**src/rtl/fifo_pop_ctrl_if.sv**
```systemverilog
// Bundle of the command, FIFO-read and downstream-stream signals around fifo_pop_ctrl.
// slave is the controller's view; master is the surrounding logic (FIFO, command source, consumer).
interface fifo_pop_ctrl_if #(
    parameter int WIDTH = 32,
    parameter int LENW  = 8
);
    logic             cmd_valid;
    logic             cmd_ready;
    logic [LENW-1:0]  cmd_len;
    logic             abort;
    logic             pop_req;
    logic             pop_ack;
    logic [WIDTH-1:0] fifo_data;
    logic             out_valid;
    logic             out_ready;
    logic [WIDTH-1:0] out_data;
    logic             out_last;
    logic             done;
    logic             aborted;
    logic [LENW-1:0]  xfer_cnt;

    modport slave (
        input  cmd_valid, cmd_len, abort, pop_ack, fifo_data, out_ready,
        output cmd_ready, pop_req, out_valid, out_data, out_last, done, aborted, xfer_cnt
    );

    modport master (
        output cmd_valid, cmd_len, abort, pop_ack, fifo_data, out_ready,
        input  cmd_ready, pop_req, out_valid, out_data, out_last, done, aborted, xfer_cnt
    );
endinterface

```
**src/rtl/fifo_pop_ctrl.sv**
```systemverilog
// Pops exactly cmd_len words from a FIFO and streams them out through a one-word output
// register, flagging the last word and reporting done/aborted plus a delivered-word count.
module fifo_pop_ctrl #(
    parameter int WIDTH = 32,
    parameter int LENW  = 8
) (
    input  logic          clk,
    input  logic          reset,
    fifo_pop_ctrl_if.slave bus
);
    localparam logic [1:0] S_IDLE  = 2'd0;
    localparam logic [1:0] S_READ  = 2'd1;
    localparam logic [1:0] S_DRAIN = 2'd2;

    logic [1:0]       state_q, state_d;
    logic [LENW-1:0]  remaining_q, remaining_d;
    logic [LENW-1:0]  xfer_cnt_q, xfer_cnt_d;
    logic             out_valid_q, out_valid_d;
    logic             out_last_q, out_last_d;
    logic [WIDTH-1:0] out_data_q, out_data_d;
    logic             done_q, done_d;
    logic             aborted_q, aborted_d;

    logic cmd_ready, pop_req, cmd_fire, pop_fire, out_fire;

    assign cmd_ready = (state_q == S_IDLE) & ~reset;
    // Pop only when the output register is free or emptying this cycle; reset holds the
    // FIFO untouched so no word is lost from it while the controller is being cleared.
    assign pop_req  = (state_q == S_READ) & (remaining_q != '0) & ~bus.abort
                    & (~out_valid_q | bus.out_ready) & ~reset;
    assign cmd_fire = bus.cmd_valid & cmd_ready;
    assign pop_fire = pop_req & bus.pop_ack;
    assign out_fire = out_valid_q & bus.out_ready;

    always_comb begin
        state_d     = state_q;
        remaining_d = remaining_q;
        xfer_cnt_d  = xfer_cnt_q;
        out_valid_d = out_valid_q;
        out_last_d  = out_last_q;
        out_data_d  = out_data_q;
        done_d      = 1'b0;
        aborted_d   = 1'b0;

        if (out_fire) begin
            xfer_cnt_d  = xfer_cnt_q + LENW'(1);
            out_valid_d = 1'b0;
            out_last_d  = 1'b0;
        end

        case (state_q)
            S_IDLE: begin
                if (cmd_fire) begin
                    remaining_d = bus.cmd_len;
                    xfer_cnt_d  = '0;
                    if (bus.cmd_len != '0) state_d = S_READ;
                    else                   done_d  = 1'b1;
                end
            end
            S_READ, S_DRAIN: begin
                if (bus.abort) begin
                    // Handshake above still counts; the held word is dropped.
                    state_d     = S_IDLE;
                    out_valid_d = 1'b0;
                    out_last_d  = 1'b0;
                    done_d      = 1'b1;
                    aborted_d   = 1'b1;
                end else if (pop_fire) begin
                    out_data_d  = bus.fifo_data;
                    out_valid_d = 1'b1;
                    out_last_d  = (remaining_q == LENW'(1));
                    remaining_d = remaining_q - LENW'(1);
                    if (remaining_q == LENW'(1)) state_d = S_DRAIN;
                end else if ((state_q == S_DRAIN) && out_fire && out_last_q) begin
                    state_d = S_IDLE;
                    done_d  = 1'b1;
                end
            end
            default: state_d = S_IDLE;
        endcase
    end

    always_ff @(posedge clk) begin
        if (reset) begin
            state_q     <= S_IDLE;
            remaining_q <= '0;
            xfer_cnt_q  <= '0;
            out_valid_q <= 1'b0;
            out_last_q  <= 1'b0;
            out_data_q  <= '0;
            done_q      <= 1'b0;
            aborted_q   <= 1'b0;
        end else begin
            state_q     <= state_d;
            remaining_q <= remaining_d;
            xfer_cnt_q  <= xfer_cnt_d;
            out_valid_q <= out_valid_d;
            out_last_q  <= out_last_d;
            out_data_q  <= out_data_d;
            done_q      <= done_d;
            aborted_q   <= aborted_d;
        end
    end

    assign bus.cmd_ready = cmd_ready;
    assign bus.pop_req   = pop_req;
    assign bus.out_valid = out_valid_q;
    assign bus.out_data  = out_data_q;
    assign bus.out_last  = out_last_q;
    assign bus.done      = done_q;
    assign bus.aborted   = aborted_q;
    assign bus.xfer_cnt  = xfer_cnt_q;
endmodule

```
**src/flat_wrapper.sv**
```systemverilog
// flat-port wrapper written by rule: the top's interface ports become plain ports
module fifo_pop_ctrl_flat 
#(
    parameter int WIDTH = 32,
    parameter int LENW  = 8
)
  (clk, reset, bus_cmd_valid, bus_cmd_len, bus_abort, bus_pop_ack, bus_fifo_data, bus_out_ready, bus_cmd_ready, bus_pop_req, bus_out_valid, bus_out_data, bus_out_last, bus_done, bus_aborted, bus_xfer_cnt);
  fifo_pop_ctrl_if #(.WIDTH(WIDTH), .LENW(LENW)) bus_i ();
  input  logic clk;
  input  logic reset;
  input wire logic [$bits(bus_i.cmd_valid)-1:0] bus_cmd_valid;
  input wire logic [$bits(bus_i.cmd_len)-1:0] bus_cmd_len;
  input wire logic [$bits(bus_i.abort)-1:0] bus_abort;
  input wire logic [$bits(bus_i.pop_ack)-1:0] bus_pop_ack;
  input wire logic [$bits(bus_i.fifo_data)-1:0] bus_fifo_data;
  input wire logic [$bits(bus_i.out_ready)-1:0] bus_out_ready;
  output wire logic [$bits(bus_i.cmd_ready)-1:0] bus_cmd_ready;
  output wire logic [$bits(bus_i.pop_req)-1:0] bus_pop_req;
  output wire logic [$bits(bus_i.out_valid)-1:0] bus_out_valid;
  output wire logic [$bits(bus_i.out_data)-1:0] bus_out_data;
  output wire logic [$bits(bus_i.out_last)-1:0] bus_out_last;
  output wire logic [$bits(bus_i.done)-1:0] bus_done;
  output wire logic [$bits(bus_i.aborted)-1:0] bus_aborted;
  output wire logic [$bits(bus_i.xfer_cnt)-1:0] bus_xfer_cnt;
  assign bus_i.cmd_valid = bus_cmd_valid;
  assign bus_i.cmd_len = bus_cmd_len;
  assign bus_i.abort = bus_abort;
  assign bus_i.pop_ack = bus_pop_ack;
  assign bus_i.fifo_data = bus_fifo_data;
  assign bus_i.out_ready = bus_out_ready;
  assign bus_cmd_ready = bus_i.cmd_ready;
  assign bus_pop_req = bus_i.pop_req;
  assign bus_out_valid = bus_i.out_valid;
  assign bus_out_data = bus_i.out_data;
  assign bus_out_last = bus_i.out_last;
  assign bus_done = bus_i.done;
  assign bus_aborted = bus_i.aborted;
  assign bus_xfer_cnt = bus_i.xfer_cnt;
  fifo_pop_ctrl #(.WIDTH(WIDTH), .LENW(LENW)) u_core (.clk(clk), .reset(reset), .bus(bus_i));
endmodule
```
**config.mk**
```make
export PLATFORM = sky130hd
export DESIGN_NAME = fifo_pop_ctrl_flat
export DESIGN_NICKNAME = d
export VERILOG_FILES = /design/src/rtl/fifo_pop_ctrl_if.sv /design/src/rtl/fifo_pop_ctrl.sv /design/src/flat_wrapper.sv
export SDC_FILE = /design/constraint.sdc
export NUM_CORES = 1
export LEC_CHECK = 0
export BUFFER_PORTS_ARGS = -buffer_cell sky130_fd_sc_hd__buf_4
export CAP_MARGIN = 25
export CORE_MARGIN = 2
export CORE_UTILIZATION = 40
export CTS_CLUSTER_DIAMETER = 50
export DETAILED_ROUTE_END_ITERATION = 10
export GPL_TIMING_DRIVEN = 0
export PLACE_DENSITY = 0.65
export SYNTH_ARGS = -nofsm -noshare
export SYNTH_HDL_FRONTEND = slang
export SYNTH_SLANG_ARGS = --single-unit
export TNS_END_PERCENT = 5
```
**constraint.sdc**
```tcl
create_clock -name clk -period 3.6 [get_ports clk]
set_input_delay 0.72 -clock clk [delete_from_list [all_inputs] [get_ports clk]]
set_output_delay 0.72 -clock clk [all_outputs]
set_load 0.02 [all_outputs]
```
# Word-level counts from Yosys, hierarchy flattened
# Index checks and enable logic that the tools add are counted.
# totals
ram_bits,0
romBits,0
regBits,54
latch_bits,0
mem_count,0
# op_classes
shifts,0
multipliers,0
bitwise_logic,13
magnitude_cmp,0
div_mod_pow,0
eq_ne,9
addsub,2
reduce_logical,11
muxes,29
# ops
op,count
2-to-1 mux 8 bit,6
case mux 8 bit (2 select lines),1
nonzero test 8 bit,2
2-to-1 mux 1 bit,14
2-to-1 mux 2 bit,6
"adder 8 x 1 -> 8 bit, second input constant",1
AND 1 bit,8
"== test 8 x 1 -> 1 bit, second input constant",1
AND reduction 4 bit,2
"subtractor 8 x 1 -> 8 bit, second input constant",1
"!= test 2 x 1 -> 1 bit, second input constant",2
"!= test 2 bit, second input constant",2
"!= test 4 x 2 -> 1 bit, second input constant",1
"!= test 4 bit, second input constant",1
NOT 1 bit,4
case mux 2 bit (2 select lines),1
OR reduction 2 bit,2
AND reduction 3 bit,1
"== test 2 x 1 -> 1 bit, second input constant",1
"== test 2 bit, second input constant",1
logical AND 1 bit,2
logical NOT 2 bit,1
case mux 1 bit (2 select lines),1
nonzero test 2 bit,1
bitwise OR 1 bit,1

# Logic depth before layout (Yosys ltp)
# Gate-level depths: netlist of run 1.
# depth
word_depth,9
ltp_mapped,9
ltp_nobuf,7

# Worst setup path after synthesis of run 1
# Ideal clock, no wire load.
# synth_timing
path_type,input to register
from,input bus_out_ready
to,register u_core.state_q[1]
stages,6
setup_time_ns,0.123
t_required_ns,3.477
t_arrival_ns,1.974
setup_slack_ns,1.502
path_cell_list,nand2b_1 -> and4_1 -> buf_2 -> a41o_1 -> o31ai_2 -> mux2_1
# synth_between
elab_chain_len,7
# synth_rtl
item,line_no,text
from (decl),flat_wrapper.sv:16,input wire logic [$bits(bus_i.out_ready)-1:0] bus_out_ready;
bitwise OR 1 bit,fifo_pop_ctrl.sv:30,& (~out_valid_q | bus.out_ready) & ~reset;
AND 1 bit (2 in series),fifo_pop_ctrl.sv:30,
AND 1 bit,fifo_pop_ctrl.sv:32,assign pop_fire = pop_req & bus.pop_ack;
2-to-1 mux 2 bit,fifo_pop_ctrl.sv:68,end else if (pop_fire) begin
2-to-1 mux 2 bit,fifo_pop_ctrl.sv:61,if (bus.abort) begin
case mux 2 bit (2 select lines),fifo_pop_ctrl.sv:51,case (state_q)
to (signal assigned),fifo_pop_ctrl.sv:94,state_q <= state_d;
to (decl),fifo_pop_ctrl.sv:15,"logic [1:0] state_q, state_d;"
# Parallel ways exist; a longest one is shown, timed or not.
# A chain may end at the register's enable or synchronous reset.

# Worst setup path after layout of run 1
# layout_timing
from,input reset
to,output bus_cmd_ready
# layout_between
elab_chain_len,2
# layout_rtl
item,line_no,text
from (decl),flat_wrapper.sv:10,input logic reset;
NOT 1 bit,fifo_pop_ctrl.sv:26,assign cmd_ready = (state_q == S_IDLE) & ~reset;
AND 1 bit,fifo_pop_ctrl.sv:26,
to (decl),flat_wrapper.sv:17,output wire logic [$bits(bus_i.cmd_ready)-1:0] bus_cmd_ready;
# Every way passes these cells.

==> metrics.txt, run 1 <==
final number of hold-violating endpoints=0; Synth Area per Inst=8.03 µm²; DR vias/cell=5.01; core box area=0.00589 mm²; vias in the first global route=2070; starting density of the core=0.409; Yosys reg bits=54; EDFF count, synth=0; Max-Cap Viols=0; Post-DRT Antenna Nets=0; cts hold-fix bufs=0; CTS buffer count=5; Final setup viols=0; setup TNS=0 ns; Initial DRC Count=161; CTS tree=done; I/O pin cnt=92; routed vias=2370; Synth area leader=dfxtp_1; crit start category=input pin; GPL Wtd Cong=0.864; Slew Limit Fails=0; Syn Nets=354; pin count of the biggest net entering global routing=17; Post-Syn Instances=300; RSZ-0062 raised after global routing=no; initial antenna violation count=0; Global Route Usage Sum=0.188; clock skew=0.00395 ns; Remaining Overflow, GRT=0; post-DP HPWL=4.67 mm; first-pass GRT wire length=9.72 mm; drt total wl=6.27 mm; clock slew at reported path FFs=0.10 ns; Die Span Y=81.6 µm; Root Driver=clkbuf_8; clk sink count=54; 1st-pass router iterations=4; Worst setup EP type=output pin; VDD IR-drop max=249 µV; total chip power=1.55 mW; dpl cell area=0.00319 mm²; ys flop type=dfxtp_1; Post-Synthesis Cell Area=0.00241 mm²; share of post-route cells with drive strength above 1=0.281; data arrival time of the worst path=1.61 ns; clk buf depth=2; drt drc=0; Post-synth ARST share=0; Synth cell types=36; cts repair resizes=0; area of the multi-input gates=0.00124 mm²; H-tree depth=2; P_leak=1.37 nW; design area=0.00327 mm²; minimum clock period=2.33 ns; Filler cells=605; PwrDens=475 mW/mm²; row cnt=28; Hold Path Class=reg -> reg; worst-path maximum fanout=10; post-synthesis sequential area ratio=0.449; Layout area overhead=35.7%; critical path class=in -> out; Die W=81.6 µm; Die ar.=0.00666 mm²; worst skew pair latency=0.31 ns; drt wl/cell=13.2 µm; Nets=452; FF/Latch Area=0.00108 mm²; Worst Max-Slew Pin Slew=0.544 ns; YS warnings=0; ant diodes=0; Tcrit/Tclk final=0.646; Critical Path RT=2.88 ns; port buffer count=91; status=complete, no violations; Synth top area share=0.449; top cells by area, synth=dfxtp_1 45%, nand2_1 12%, a21oi_1 8.5%; Rel. slew slack=0.638; Max Clk Rate=430 MHz; Post-CTS Setup Bufs=0
-- worst max-delay path: stages --
cell and delay, ns:
buf_4 0.12, clkbuf_1 0.44, nor2b_1 0.14, buf_4 0.19
-- synthesized netlist by cell type, drive strengths merged, types with 4 or more instances --
| cell type | n |
|---|---|
| nand2 | 76 |
| dfxtp | 54 |
| a21oi | 41 |
| nor2 | 18 |
| o21ai | 18 |
| buf | 8 |
| ha | 8 |
| clkbuf | 7 |
| inv | 7 |
| nand2b | 7 |
| nand3 | 7 |
| nor2b | 7 |
| nor3 | 5 |
| xor2 | 5 |
| and3 | 4 |
-- final timing paths --
check                                       from                                    to  slack, ns  depth (start not counted)
max                                        reset                         bus_cmd_ready       1.27                          4
min          u_core.bus.out_data[1]$_SDFFE_PP0P_   u_core.bus.out_data[1]$_SDFFE_PP0P_       0.46                          2
max reg2reg       u_core.state_q[0]$_SDFFE_PP0P_  u_core.bus.out_data[17]$_SDFFE_PP0P_       1.41                          7
min reg2reg  u_core.bus.out_data[1]$_SDFFE_PP0P_   u_core.bus.out_data[1]$_SDFFE_PP0P_       0.46                          2
-- layer usage --
| metal | vias to the layer above | track usage | part of all wire |
|---|---|---|---|
| met5 | - | 0 | 0 |
| li1 | 1214 | - | - |
| met2 | 78 | 0.296 | 0.47 |
| met4 | 0 | 0.0700 | 0.018 |
| met3 | 9 | 0.0407 | 0.059 |
| met1 | 1069 | 0.252 | 0.46 |
-- logic make-up (layout without fill, tap and decap cells) --
logic type      after synthesis  after routing  synth area share
simple gates                134            134             0.257
compound gates               72             72             0.176
flops                        54             54             0.449
buf+inv                      22            120            0.0384
fa+ha+maj                     8              8            0.0415
xor+xnor                      7              7            0.0254
mux                           3              3            0.0130
-- metrics by stage --
stage / utilization / setup slack, ns / hold WS, ns / cells
2_1_floorplan: - / 1.50 / 0.486 / 300
3_3_place_gp: 0.541 / 1.27 / 0.443 / 466
3_5_place_dp: 0.541 / 1.26 / 0.447 / 466
4_1_cts: 0.555 / 1.28 / 0.461 / 473
5_1_grt: 0.555 / 1.20 / 0.477 / 473
6_report: 0.555 / 1.27 / 0.459 / 473
-- sequential cells by signal, summed over array words and instances (netlist names) --
register	count
u_core.bus.out_data	32
u_core.bus.xfer_cnt	8
u_core.remaining_q	8
u_core.state_q	2
u_core.bus.aborted	1
u_core.bus.done	1
u_core.bus.out_last	1
u_core.bus.out_valid	1
-- final cells by class --
type                    count  share of cell area
plain buffers              15              0.0203
clock inverters             2             0.00421
well taps                  75              0.0287
clock buffers               5              0.0210
multi-input cells         224               0.378
inverters                   7             0.00804
flip-flops and latches     54               0.331
repair buffers             91               0.209
-- where the power goes --
group / switching [mW] / leakage (nW) / total (mW) / internal, mW
Sequential: 0.0624 / 0.437 / 0.711 / 0.648
Combinational: 0.292 / 0.888 / 0.508 / 0.215
Clock: 0.201 / 0.0444 / 0.336 / 0.135
-- cells in the final DEF, fill, tap and decap left out, types with 2 or more instances in the layout --
master and count:
inv_1 7, buf_2 8, nand3_1 6, nor2_1 18, xor2_1 5, o21ai_0 17, dfxtp_1 54, nand2_1 76
and3_1 4, clkbuf_8 5, nor3_1 5, a21oi_1 41, or4_1 3, clkbuf_1 7, nand2b_1 7, o32ai_1 3
a221oi_1 3, ha_1 8, buf_4 91, mux2i_1 2, and4_1 2, nor2b_1 7, xnor2_1 2
Note: power is estimated with default switching activity, not from simulation.
==> run 2: changes to the inputs <==
==> constraint.sdc (replaced) <==
create_clock -name clk -period 2.3 [get_ports clk]
set_input_delay 0.46 -clock clk [delete_from_list [all_inputs] [get_ports clk]]
set_output_delay 0.46 -clock clk [all_outputs]
set_load 0.02 [all_outputs]
==> metrics.txt, run 2 (synthesis gave the netlist of run 1 again) <==
row cnt=28; most common cell after layout, fill and taps aside=buf_4; critical path's largest stage delay=0.40 ns; Tcrit/Tclk final=0.907; Slew Limit Fails=0; Post-CTS Setup Bufs=0; P_leak=1.37 nW; RSZ-0062 raised after global routing=no; starting density of the core=0.409; delay-heaviest family, CP=buffers and inverters; Remaining Overflow, GRT=0; FF-to-FF setup slack=0.21 ns; Layout area overhead=35.9%; CTS buffer count=5; clk buf depth=2; Post-DRT Antenna Nets=0; data arrival time of the worst path=2.27 ns; CTS tree=done; clock skew=0.00299 ns; total chip power=2.44 mW; Max Clk Rate=479 MHz; dpl cell area=0.00319 mm²; Global Route Usage Sum=0.188; crit start category=flip-flop; DR vias/cell=5.01; most frequent cells in the layout=91 x buf_4, 76 x nand2_1, 54 x dfxtp_1; Max-Cap Viols=0; Root Driver=clkbuf_8; initial antenna violation count=0; Critical Path RT=2.48 ns; Initial DRC Count=161; ant diodes=0; vias in the first global route=2070; Hold Path Class=in -> reg; design area=0.00327 mm²; drt wl/cell=13.2 µm; drt drc=0; 1st-pass router iterations=4; PwrDens=744 mW/mm²; Die ar.=0.00666 mm²; Buf+Inv Stages, Crit Path=3; worst slack, placed=0.158 ns; Worst Max-Slew Pin Slew=0.534 ns; H-tree depth=2; CP Cell Sequence=inv_1 -> ha_1 -> clkbuf_1 -> nand3_2 -> buf_2 -> nand2_1 -> a21oi_1; critical path class=reg -> reg; share of post-route cells with drive strength above 1=0.284; placed cells=466; first-pass GRT wire length=9.72 mm; status=complete, no violations; I/O pin cnt=92; Final setup viols=0; core box area=0.00589 mm²; GPL Wtd Cong=0.864; Worst setup EP type=flip-flop; clock slew at reported path FFs=0.10 ns; Die Span Y=81.6 µm; PnR worst setup slack=0.214 ns; clk sink count=54; Worst path slowest cell=dfxtp_1; routed vias=2368; final number of hold-violating endpoints=0; Rel. slew slack=0.644; pin count of the biggest net entering global routing=17; Die W=81.6 µm; worst-path maximum fanout=10; Nets=452; drt total wl=6.25 mm; worst skew pair latency=0.31 ns; post-DP HPWL=4.67 mm; minimum clock period=2.09 ns; Cell Count, Final, Fillers Out=473; VDD IR-drop max=392 µV; port buffer count=91; setup TNS=0 ns; max reg flops=32
-- run 2: changes by cell type in the layout (fill, tap and decap cells not counted) --
cell | previous run | this run
nand3_1 | 6 | 5
nand3_2 | 1 | 2
-- run 2: cell type report --
class | count | area (µm²)
Buffer | 15 | 66.3
Multi-Input combinational cell | 224 | 1240
Inverter | 7 | 26.3
Tap cell | 75 | 93.8
Clock inverter | 2 | 13.8
Sequential cell | 54 | 1080
Clock buffer | 5 | 68.8
Timing Repair Buffer | 91 | 683
Fill cell | 604 | 2610
-- run 2: final timing paths --
kind                                                            from                                   end  depth (start not counted)
worst max register to register        u_core.state_q[0]$_SDFFE_PP0P_  u_core.bus.out_data[17]$_SDFFE_PP0P_                          7
worst min register to register  u_core.bus.out_data[21]$_SDFFE_PP0P_  u_core.bus.out_data[21]$_SDFFE_PP0P_                          2
worst min-delay path                               bus_fifo_data[13]  u_core.bus.out_data[13]$_SDFFE_PP0P_                          3
worst max-delay path                  u_core.state_q[0]$_SDFFE_PP0P_  u_core.bus.out_data[17]$_SDFFE_PP0P_                          7
-- run 2: worst register-to-register path, delay by kind of cell (launching register included) --
family          cells  cell delay, ns
compound gates      1            0.06
simple gates        2            0.36
fa+ha+maj           1            0.39
flops               1            0.40
buf+inv             3            0.77
-- run 2: report_power, final --
group / internal [mW] / total [mW] / switching, mW
Sequential: 1.02 / 1.11 / 0.0981
Clock: 0.211 / 0.526 / 0.315
Combinational: 0.338 / 0.797 / 0.459
-- run 2: per-stage QoR --
stage | hold slack (ns) | utilization
2_1_floorplan | 0.486 | -
3_3_place_gp | 0.443 | 0.541
3_5_place_dp | 0.447 | 0.541
6_report | 0.389 | 0.556
4_1_cts | 0.380 | 0.555
5_1_grt | 0.372 | 0.556
-- run 2: timing repair --
| action | 4_1_cts | 5_1_grt |
|---|---|---|
| endpoints found under the setup margin | 0 | 29 |
| gates resized for setup | 0 | 1 |
| hold buffers | 0 | 0 |
-- run 2: metal layers --
layer	wire length, µm	vias up	GRT usage
met2	2930	77	0.296
met5	0	-	0
li1	-	1213	-
met4	87	0	0.0700
met1	2840	1072	0.252
met3	396	6	0.0407
==> run 3: changes to the inputs <==
--- a/config.mk
+++ b/config.mk
@@ -12,6 +12,7 @@
 export CTS_CLUSTER_DIAMETER = 50
 export DETAILED_ROUTE_END_ITERATION = 10
 export GPL_TIMING_DRIVEN = 0
+export MAX_ROUTING_LAYER = met4
 export PLACE_DENSITY = 0.65
 export SYNTH_ARGS = -nofsm -noshare
 export SYNTH_HDL_FRONTEND = slang
==> metrics.txt, run 3 (synthesis gave the netlist of run 1 again) <==
status=complete, no violations; Worst Max-Slew Pin Slew=0.535 ns; P_leak=1.37 nW; critical path class=reg -> reg; Post-DRT Antenna Nets=0; Worst setup EP type=flip-flop; R2R depth=7; first-pass GRT wire length=9.74 mm; setup TNS=0 ns; initial antenna violation count=0; Slew Limit Fails=0; clock skew=0.00421 ns; drt wl/cell=13.3 µm; NetSw=0.873 mW; FF/Latch Area=0.00108 mm²; most common cell after layout, fill and taps aside=buf_4; Global Route Usage Sum=0.193; sw frac=0.358; Clk pwr share=0.218; data arrival time of the worst path=2.27 ns; Final Util=0.556; clk buf depth=2; R2R Path Start=u_core.state_q[0]$_SDFFE_PP0P_; drt drc=0; row cnt=28; Final setup viols=0; beginning of the critical path=u_core.state_q[0]$_SDFFE_PP0P_; Hold Path Class=in -> reg; CTS tree=done; DR vias/cell=5.00; minimum clock period=2.08 ns; Post-CTS Setup Bufs=0; worst reg2reg endpoint=u_core.bus.out_data[17]$_SDFFE_PP0P_; total internal power=1.56 mW; Max Clk Rate=481 MHz; crit start category=flip-flop; 1st-pass router iterations=4; Die W=81.6 µm; total chip power=2.44 mW; area of the multi-input gates=0.00124 mm²; max reg flops=32; pin count of the biggest net entering global routing=17; I/O pin cnt=92; Die Span Y=81.6 µm; worst skew pair latency=0.31 ns; Die ar.=0.00666 mm²; Cell Count, Final, Fillers Out=473; starting density of the core=0.409; clk sink count=54; vias in the first global route=2067; Root Driver=clkbuf_8; FF-to-FF setup slack=0.22 ns; post-DP HPWL=4.67 mm; most frequent cells in the layout=91 x buf_4, 76 x nand2_1, 54 x dfxtp_1; share of post-route cells with drive strength above 1=0.284; Max-Cap Viols=0; worst-path maximum fanout=10; core box area=0.00589 mm²; VDD IR-drop max=389 µV; Layout area overhead=35.9%; Filler cells=604; RSZ-0062 raised after global routing=no; CTS buffer count=5; Worst Setup EP=u_core.bus.out_data[17]$_SDFFE_PP0P_; Nets=452; Initial DRC Count=164; sequential power share=0.457; ant diodes=0; Rel. slew slack=0.643; PwrDens=744 mW/mm²; GPL Wtd Cong=0.878; Logic pwr share=0.326; Critical Path RT=2.49 ns; Hold WS=0.388 ns; final number of hold-violating endpoints=0; Tcrit/Tclk final=0.904; port buffer count=91; clock slew at reported path FFs=0.10 ns; placed cells=466; H-tree depth=2; Remaining Overflow, GRT=0; drt total wl=6.27 mm; routed vias=2367
==> run 3: cell counts in the layout (fill, tap and decap cells not counted) <==
Identical to the previous run, type by type.
==> run 3: worst min-delay path by stage <==
stage | from | endpoint | slack [ns] | depth (start not counted)
floorplan | u_core.state_q[0]$_SDFFE_PP0P_ | u_core.state_q[0]$_SDFFE_PP0P_ | 0.49 | 2
global placement | u_core.bus.out_data[6]$_SDFFE_PP0P_ | u_core.bus.out_data[6]$_SDFFE_PP0P_ | 0.44 | 2
detailed placement | u_core.bus.out_data[21]$_SDFFE_PP0P_ | u_core.bus.out_data[21]$_SDFFE_PP0P_ | 0.45 | 2
CTS | bus_fifo_data[13] | u_core.bus.out_data[13]$_SDFFE_PP0P_ | 0.38 | 3
global route | bus_fifo_data[4] | u_core.bus.out_data[4]$_SDFFE_PP0P_ | 0.37 | 3
finish | bus_fifo_data[13] | u_core.bus.out_data[13]$_SDFFE_PP0P_ | 0.39 | 3
==> run 3: routing by layer <==
layer | global-route usage | up-vias | share of wire
li1 | - | 1213 | -
met1 | 0.254 | 1070 | 0.45
met2 | 0.297 | 78 | 0.47
met3 | 0.0363 | 6 | 0.062
met4 | 0.0700 | 0 | 0.014
met5 | - | - | 0
==> run 3: stage by stage <==
step	setup slack (ns)	instance area (µm²)
floorplan	0.462	2410
global placement	0.197	3190
detailed placement	0.158	3190
CTS	0.129	3270
global route	0.0546	3270
finish	0.220	3270
==> run 3: cell type report <==
class                      count  area share
timing repair buffer          91       0.209
multi-input combinational    224       0.379
sequential                    54       0.330
inverter                       7     0.00802
clock inverter                 2     0.00420
clock buffer                   5      0.0210
buffer                        15      0.0203
tap                           75      0.0287
==> run 3: critical path, cell delays in order (launching register included) <==
cell	delay, ns
dfxtp_1	0.40
inv_1	0.10
ha_1	0.39
clkbuf_1	0.39
nand3_2	0.27
buf_2	0.27
nand2_1	0.09
a21oi_1	0.06
==> run 3: power groups by stage <==
stage | sequential, mW | clock, mW | combinational [mW]
2_1_floorplan | 1.13 | 0 | 0.549
3_3_place_gp | 1.13 | 0 | 0.774
3_5_place_dp | 1.13 | 0 | 0.775
4_1_cts | 1.11 | 0.549 | 0.783
5_1_grt | 1.12 | 0.587 | 0.885
6_report | 1.11 | 0.530 | 0.794
==> run 3: timing repair <==
action,4_1_cts,5_1_grt
setup endpoints to repair,0,29
gates resized for setup,0,1
hold buffers,0,0
